<file path="config.mk">
export PLATFORM = sky130hd
export DESIGN_NAME = ser_word_feeder_flat
export DESIGN_NICKNAME = d
export VERILOG_FILES = /design/src/rtl/ser_word_feeder_if.sv /design/src/rtl/ser_word_feeder.sv /design/src/flat_wrapper.sv
export SDC_FILE = /design/constraint.sdc
export NUM_CORES = 1
export LEC_CHECK = 0
export CORE_MARGIN = 3
export CORE_UTILIZATION = 49
export CTS_BUF_LIST = sky130_fd_sc_hd__clkbuf_4 sky130_fd_sc_hd__clkbuf_8 sky130_fd_sc_hd__clkbuf_16
export DETAILED_ROUTE_END_ITERATION = 10
export GPL_ROUTABILITY_DRIVEN = 0
export GPL_TIMING_DRIVEN = 0
export PLACE_DENSITY = 0.75
export SETUP_SLACK_MARGIN = 0.15
export SLEW_MARGIN = 20
export SYNTH_ARGS = -nofsm -noshare
export SYNTH_HDL_FRONTEND = slang
export SYNTH_SLANG_ARGS = --single-unit
</file>
<file path="constraint.sdc">
create_clock -name clk -period 1.41 [get_ports clk]
set_input_delay 0.282 -clock clk [delete_from_list [all_inputs] [get_ports clk]]
set_output_delay 0.282 -clock clk [all_outputs]
set_load 0.05 [all_outputs]
</file>
<file path="src/rtl/ser_word_feeder_if.sv">
// Upstream word handshake for ser_word_feeder.
// master = word producer, slave = feeder.
interface ser_word_feeder_if #(
  parameter int WIDTH = 4
);
  logic [WIDTH-1:0] din;
  logic             din_valid;
  logic             din_ready;

  modport master (output din, output din_valid, input din_ready);
  modport slave  (input din, input din_valid, output din_ready);
endinterface

</file>
<file path="src/rtl/ser_word_feeder.sv">
// ser_word_feeder: parallel-to-serial feeder for a downstream right-shift
// register. It accepts a WIDTH-bit word on a valid/ready handshake and sends
// it LSB-first on sdr, one bit per clock, so that after the frame the
// downstream Q equals the word. A GAP_CYCLES idle gap follows each frame.
// Optional macro SER_PARITY_EN appends an even-parity bit to every frame.
module ser_word_feeder #(
  parameter int   WIDTH      = 4,
  parameter int   GAP_CYCLES = 1,
  parameter logic IDLE_LEVEL = 1'b0
) (
  input  logic               clk,
  input  logic               clrb,
  ser_word_feeder_if.slave   up,
  output logic               sdr,
  output logic               shift_en,
  output logic               frame_done,
  output logic               busy
);

`ifdef SER_PARITY_EN
  localparam int FLEN = WIDTH + 1;
`else
  localparam int FLEN = WIDTH;
`endif

  localparam int CMAX = (WIDTH + 2 > GAP_CYCLES + 1) ? WIDTH + 2 : GAP_CYCLES + 1;
  localparam int CW   = $clog2(CMAX);
  localparam logic [CW-1:0] LAST  = CW'(FLEN - 1);
  localparam logic [CW-1:0] GLAST = CW'((GAP_CYCLES > 0) ? GAP_CYCLES - 1 : 0);
  localparam bit B2B = (GAP_CYCLES == 0);

  typedef enum logic [1:0] {IDLE, SHIFT, GAP} state_t;

  state_t          state;
  logic [CW-1:0]   cnt;
  logic [FLEN-1:0] sbuf;
  logic [FLEN-1:0] word;
  logic            last;
  logic            rdy;
  logic            accept;

  // Frame image: data bits, plus the parity bit on top when enabled, so the
  // shifter treats parity as just one more bit.
  always_comb begin
`ifdef SER_PARITY_EN
    word = {^up.din, up.din};
`else
    word = up.din;
`endif
  end

  assign last   = (state == SHIFT) && (cnt == LAST);
  // Ready in IDLE, and in the final bit cycle when frames may run back-to-back.
  assign rdy    = (state == IDLE) || (B2B && last);
  assign accept = up.din_valid && rdy;
  assign up.din_ready = rdy;

  // Control FSM with registered serial outputs. Bit 0 is loaded straight
  // from din on acceptance; the buffer keeps the remaining bits.
  always_ff @(posedge clk or negedge clrb) begin
    if (!clrb) begin
      state      <= IDLE;
      cnt        <= '0;
      sbuf       <= '0;
      sdr        <= IDLE_LEVEL;
      shift_en   <= 1'b0;
      frame_done <= 1'b0;
      busy       <= 1'b0;
    end else begin
      frame_done <= 1'b0;
      if (accept) begin
        state    <= SHIFT;
        cnt      <= '0;
        sdr      <= word[0];
        sbuf     <= word >> 1;
        shift_en <= 1'b1;
        busy     <= 1'b1;
        // Back-to-back: the previous frame completes on this same edge.
        if (last) frame_done <= 1'b1;
      end else begin
        case (state)
          SHIFT: begin
            if (cnt == LAST) begin
              frame_done <= 1'b1;
              sdr        <= IDLE_LEVEL;
              shift_en   <= 1'b0;
              cnt        <= '0;
              if (B2B) begin
                state <= IDLE;
                busy  <= 1'b0;
              end else begin
                state <= GAP;
              end
            end else begin
              sdr  <= sbuf[0];
              sbuf <= sbuf >> 1;
              cnt  <= cnt + 1'b1;
            end
          end
          GAP: begin
            if (cnt == GLAST) begin
              state <= IDLE;
              busy  <= 1'b0;
            end else begin
              cnt <= cnt + 1'b1;
            end
          end
          default: ;
        endcase
      end
    end
  end

endmodule

</file>
<file path="src/flat_wrapper.sv">
// flat-port wrapper written by rule: the top's interface ports become plain ports
module ser_word_feeder_flat 
#(
  parameter int   WIDTH      = 4,
  parameter int   GAP_CYCLES = 1,
  parameter logic IDLE_LEVEL = 1'b0
)
  (clk, clrb, sdr, shift_en, frame_done, busy, up_din, up_din_valid, up_din_ready);
  ser_word_feeder_if #(.WIDTH(WIDTH)) up_i ();
  input  logic clk;
  input  logic clrb;
  output logic sdr;
  output logic shift_en;
  output logic frame_done;
  output logic busy;
  input wire logic [$bits(up_i.din)-1:0] up_din;
  input wire logic [$bits(up_i.din_valid)-1:0] up_din_valid;
  output wire logic [$bits(up_i.din_ready)-1:0] up_din_ready;
  assign up_i.din = up_din;
  assign up_i.din_valid = up_din_valid;
  assign up_din_ready = up_i.din_ready;
  ser_word_feeder #(.WIDTH(WIDTH), .GAP_CYCLES(GAP_CYCLES), .IDLE_LEVEL(IDLE_LEVEL)) u_core (.clk(clk), .clrb(clrb), .up(up_i), .sdr(sdr), .shift_en(shift_en), .frame_done(frame_done), .busy(busy));
endmodule
</file>
-- Yosys cells after proc, flatten, opt, wreduce, memory -nomap -nowiden
Index checks and enable logic that the tools add are counted.
- flip-flop bits (word level): 13
- latch bits: 0
- bits in writable memories: 0
- bits in read-only memories: 0
- input port bits: 7
- output and inout bits: 5
- word-level logic and storage cells: 53
- memories kept: 0
- add/subtract/negate cells: 1
- $mul: 0
- divide/modulo/power cells: 0
- magnitude comparators: 0
- eq/ne operators: 7
- shift operators: 0
- multiplexer cells: 24
- bitwise operators: 0
- reductions and logical operators: 14
- operators with widths (operator ; count):
    $mux W1 ; 13
    $mux W4 ; 3
    $mux W3 ; 3
    $reduce_and A2 Y1 ; 4
    $reduce_bool A2 Y1 ; 4
    $mux W2 ; 3
    $ne A3 B2 Y1 const B ; 2
    $pmux W3 S2 ; 1
    $pmux W2 S2 ; 1
    $add A3 B1 Y3 const B ; 1
    $eq A3 B2 Y1 const B ; 1
    $logic_not A3 Y1 ; 1
    $ne A3 B1 Y1 const B ; 1
    $reduce_and A3 Y1 ; 1
    $reduce_bool A3 Y1 ; 1
    $eq A2 B1 Y1 const B ; 1
    $eq A2 B2 Y1 const B ; 1
    $logic_and A1 B1 Y1 ; 2
    $logic_not A2 Y1 ; 1
    $ne A2 B1 Y1 const B ; 1

-- Longest topological paths before layout
- depth in word-level cells: 4
- depth in mapped cells: 6
- gate-level depth less buffers: 5

-- Worst setup path after synthesis
Ideal clock, no wire load.
- path type: reg-to-reg
- start point: register u_core.state[0]
- end point: register u_core.cnt[0]
- setup time: 0.131 ns
- data arrival time: 1.432 ns
- data required time: 1.279 ns
- path slack: -0.153 ns
- stages on the path, launching flop included: 7
- path buffers: 1
- period minus slack after synthesis: 1.563 ns
- cells stage by stage: dfrtp_1 -> inv_1 -> ha_1 -> nand2_1 -> buf_2 -> o2111ai_1 -> o31ai_2
- word-level cells in the longest chain between the ends: 4
- elaborated cells between the ends (all ways): 9
- those cells by class: eq/ne: 3; mux: 2; reduce/logical: 4
- RTL lines (item ; RTL line ; source):
    from (decl) ; ser_word_feeder.sv:34 ; state_t state;
    from (signal assigned) ; ser_word_feeder.sv:62 ; state <= IDLE;
    from (signal assigned) ; ser_word_feeder.sv:72 ; state <= SHIFT;
    from (signal assigned) ; ser_word_feeder.sv:89 ; state <= IDLE;
    $logic_not A2 Y1 (*) ; ser_word_feeder.sv:54 ; assign rdy = (state == IDLE) || (B2B && last);
    via up_din_ready ; flat_wrapper.sv:18 ; output wire logic [$bits(up_i.din_ready)-1:0] up_din_ready;
    $logic_and A1 B1 Y1 (*) ; ser_word_feeder.sv:55 ; assign accept = up.din_valid && rdy;
    $ne A3 B2 Y1 (no line) / $reduce_bool A3 Y1 (equally long branches) ; - ;
    $reduce_and A2 Y1 (no line) ; - ;
    to (signal assigned) ; ser_word_feeder.sv:97 ; cnt <= cnt + 1'b1;
    to (signal assigned) ; ser_word_feeder.sv:105 ; cnt <= cnt + 1'b1;
    to (decl) ; ser_word_feeder.sv:35 ; logic [CW-1:0] cnt;
Mark *: on every way through the listed nets, which the timed path passes. The rest lies on a longest branch.
A chain may end at the register's enable or synchronous reset.

-- Final worst setup path
- start point: register u_core.state[0]
- end point: output port up_din_ready
- word-level cells in the longest chain between the ends: 1
- RTL lines (item ; RTL line):
    $logic_not A2 Y1 ; ser_word_feeder.sv:54
    to (decl) ; flat_wrapper.sv:18
Every way passes these cells.

==> impl_metrics.toml <==
[die]
io_pins = 12
die-area_um2 = 1825
die_w_um = 42.72
core_area_um2 = 1186
start_util_pct = 55.70
num_rows = 12
die_y_um = 42.72

[setup_path]
path_max_fanout = 3
cpPeakStageDelay_ns = 0.40
arrival_ns = 1.09
path_cells = "inv_2, ha_4, buf_8"
critPathLaunchType = "register"
crit_type = "reg2out"
critPathSlowestCell = "dfrtp_1"
endpoint_kind = "output port"
cp.required_ns = 1.13
cp_top_family = "flip-flops"
critPathBufInv = 2

[flow_run]
max_cap_violations = 0

[place]
place_area_um2 = 808.3
dp_hpwl_um = 967.3
numPortBuffers = 11

[synthesis]
synth_nets = 79
synthesis.area_um2 = 660.6
synthTopCellsByCount = "dfrtp_1 (12), nand2_1 (9), inv_1 (6), ha_1 (5), o21ai_0 (4)"
synthArstFlopShare_pct = 100.0
avgSynthCellArea_um2 = 9.860
synth_most_common_cell = "dfrtp_1"
yosys.area.top_type = "dfrtp_1"
ys_ff_latch = 12
yosys_warnings = 0
synth_cells = 67
ys_types = 27
synth_edf_count = 0
synth_flop_cell = "dfrtp_1"
synthTopCellsByArea = "dfrtp_1 (45%), ha_1 (9.5%), nand2_1 (5.1%), o31ai_2 (3.8%), inv_1 (3.4%)"
yosysSeqAreaShare_pct = 45.45
synth_top_area_share_pct = 45.45

[sta]
timing.fmax_mhz = 729.8
finalSetupTns_ns = 0
finalSetupViolCount = 0
timing.final.crit_share_pct = 97.18
rsz0062_at_grt = "yes"
skew_ns = 0.002701
slew_viol_final = 0
hold_viol_final = 0
maxSlewHeadroom_pct = 61.69
layout_min_cycle_time_ns = 1.370
fin_hold_ws_ns = 0.3700
tightest_slew_ns = 0.5729

[cts]
root_buffer = "clkbuf_4"
clk_latency_ns = 0.27
cts_buffer_depth = 2
cts_hold_buf = 0
clk_pin_slew_ns = 0.08
h-tree-depth = 1
cts_buffers = 3
clock_sinks = 12
cts_tree = "built"

[global_routing]
grt_pass1_wl_um = 2311
antenna_found_initial = 0
grt_usage_pct = 16.80
overflow = 0
grt_max_degree = 13
first_global_vias = 517

[routing]
avgRoutedWirePerCell_um = 15.13
ant_nets = 0
drc_errors = 0
drt_wl_total_um = 1558
drt-initial-drc-count = 14
vias = 578
avgViaCountPerCell = 5.612
first_pass_iters = 4

[finish]
syn_to_final_growth_pct = 48.67
fin_area_um2 = 982.2
fin_util_pct = 82.81
drive_gt1_share_pct = 47.19
diodes = 0
nNetsFinal = 102

[pwr]
p_per_area_nw_per_um2 = 662.7
vdd_drop_max_v = 0.0007565
power.leakage_nw = 0.4014

[outcome]
status = "completed"

[hold_path]
min_path_type = "in2async"
==> worst paths after layout <==
path | start | end | slack [ns] | cells past startpoint
worst max-delay path | u_core.state[0] | up_din_ready | 0.04 | 3
worst min-delay path | clrb | u_core.sbuf[0] | 0.37 | 1
worst max register to register | u_core.state[0] | u_core.sbuf[1] | 0.15 | 7
worst min register to register | u_core.busy | u_core.busy | 0.48 | 2
max in group asynchronous | clrb | u_core.sbuf[2] | 0.67 | 1
min in group clk | u_core.busy | u_core.busy | 0.48 | 2
==> state kept, by name (all words and copies together), names as in the netlist <==
signal,flops
u_core.state,2
u_core.sbuf,3
u_core.frame_done,1
u_core.busy,1
u_core.sdr,1
u_core.cnt,3
u_core.shift_en,1
==> report_power, final <==
group          internal (mW)  switching (mW)
logic                 0.0146          0.0102
registers              0.344               0
clock network          0.157           0.125
total                  0.515           0.136
==> metrics by stage <==
stage                     worst slack [ns]  cells  total power, mW
after detailed placement           -0.2865     92           0.3743
after floorplan                     0.1561     67           0.3509
after global routing              -0.02156    103           0.6771
final                              0.03972    103           0.6509
after global placement             -0.2715     92           0.3746
after CTS                          0.07133     97           0.6438
==> cell usage in the layout, fill, tap and decap left out, drive strengths merged <==
cell / n
o211ai: 1
and2b: 1
dfrtp: 12
nand3b: 1
nand4b: 1
mux2i: 1
a211oi: 1
o31ai: 2
ha: 5
nand2: 9
buf: 14
clkbuf: 4
nand2b: 2
a221oi: 1
a31oi: 1
o21ai: 6
nand4: 2
and2: 2
o2111ai: 1
nand3: 3
nor2: 3
inv: 6
a21oi: 3
clkdlybuf4s50: 6
o32ai: 1
==> routing by layer <==
layer | vias up | track usage [%] | share of wire (%)
li1 | 279 | - | -
met1 | 276 | 23.14 | 46
met2 | 15 | 24.85 | 48
met3 | 8 | 3.814 | 3.9
met4 | 0 | 7.453 | 2.7
met5 | - | 0 | 0
==> cell type report <==
cell class / instances / area, µm²
inverters: 6 / 22.52
repair buffers: 18 / 151.4
flip-flops and latches: 12 / 300.3
plain buffers: 2 / 22.52
fillers: 69 / 203.9
multi-input cells: 47 / 431.7
well taps: 14 / 17.52
clock buffers: 4 / 36.28
==> worst reg2reg max path: cells and delay by family, from the launching register on <==
kind	cells	cell delay, ns
DFF	1	0.40
adders and majority gates	1	0.16
and+or+nand+nor	2	0.14
AOI/OAI and AO/OA	1	0.08
buffers and inverters	3	0.36
==> kinds of logic (layout without fill, tap and decap cells) <==
group           Yosys count  in the layout  share of synthesized area [%]
simple gates             24             24                          20.27
buf+inv                   8             30                          4.924
mux                       1              1                          1.515
fa+ha+maj                 5              5                          9.470
flops                    12             12                          45.45
compound gates           17             17                          18.37
==> what timing repair did <==
item | in CTS | in global routing
setup buffers | 1 | 5
endpoints found under the setup margin | 13 | 11
resized for setup | 34 | 17
cloned | 0 | 1
pin swaps | 1 | 4
(Power assumes the default switching activity.)
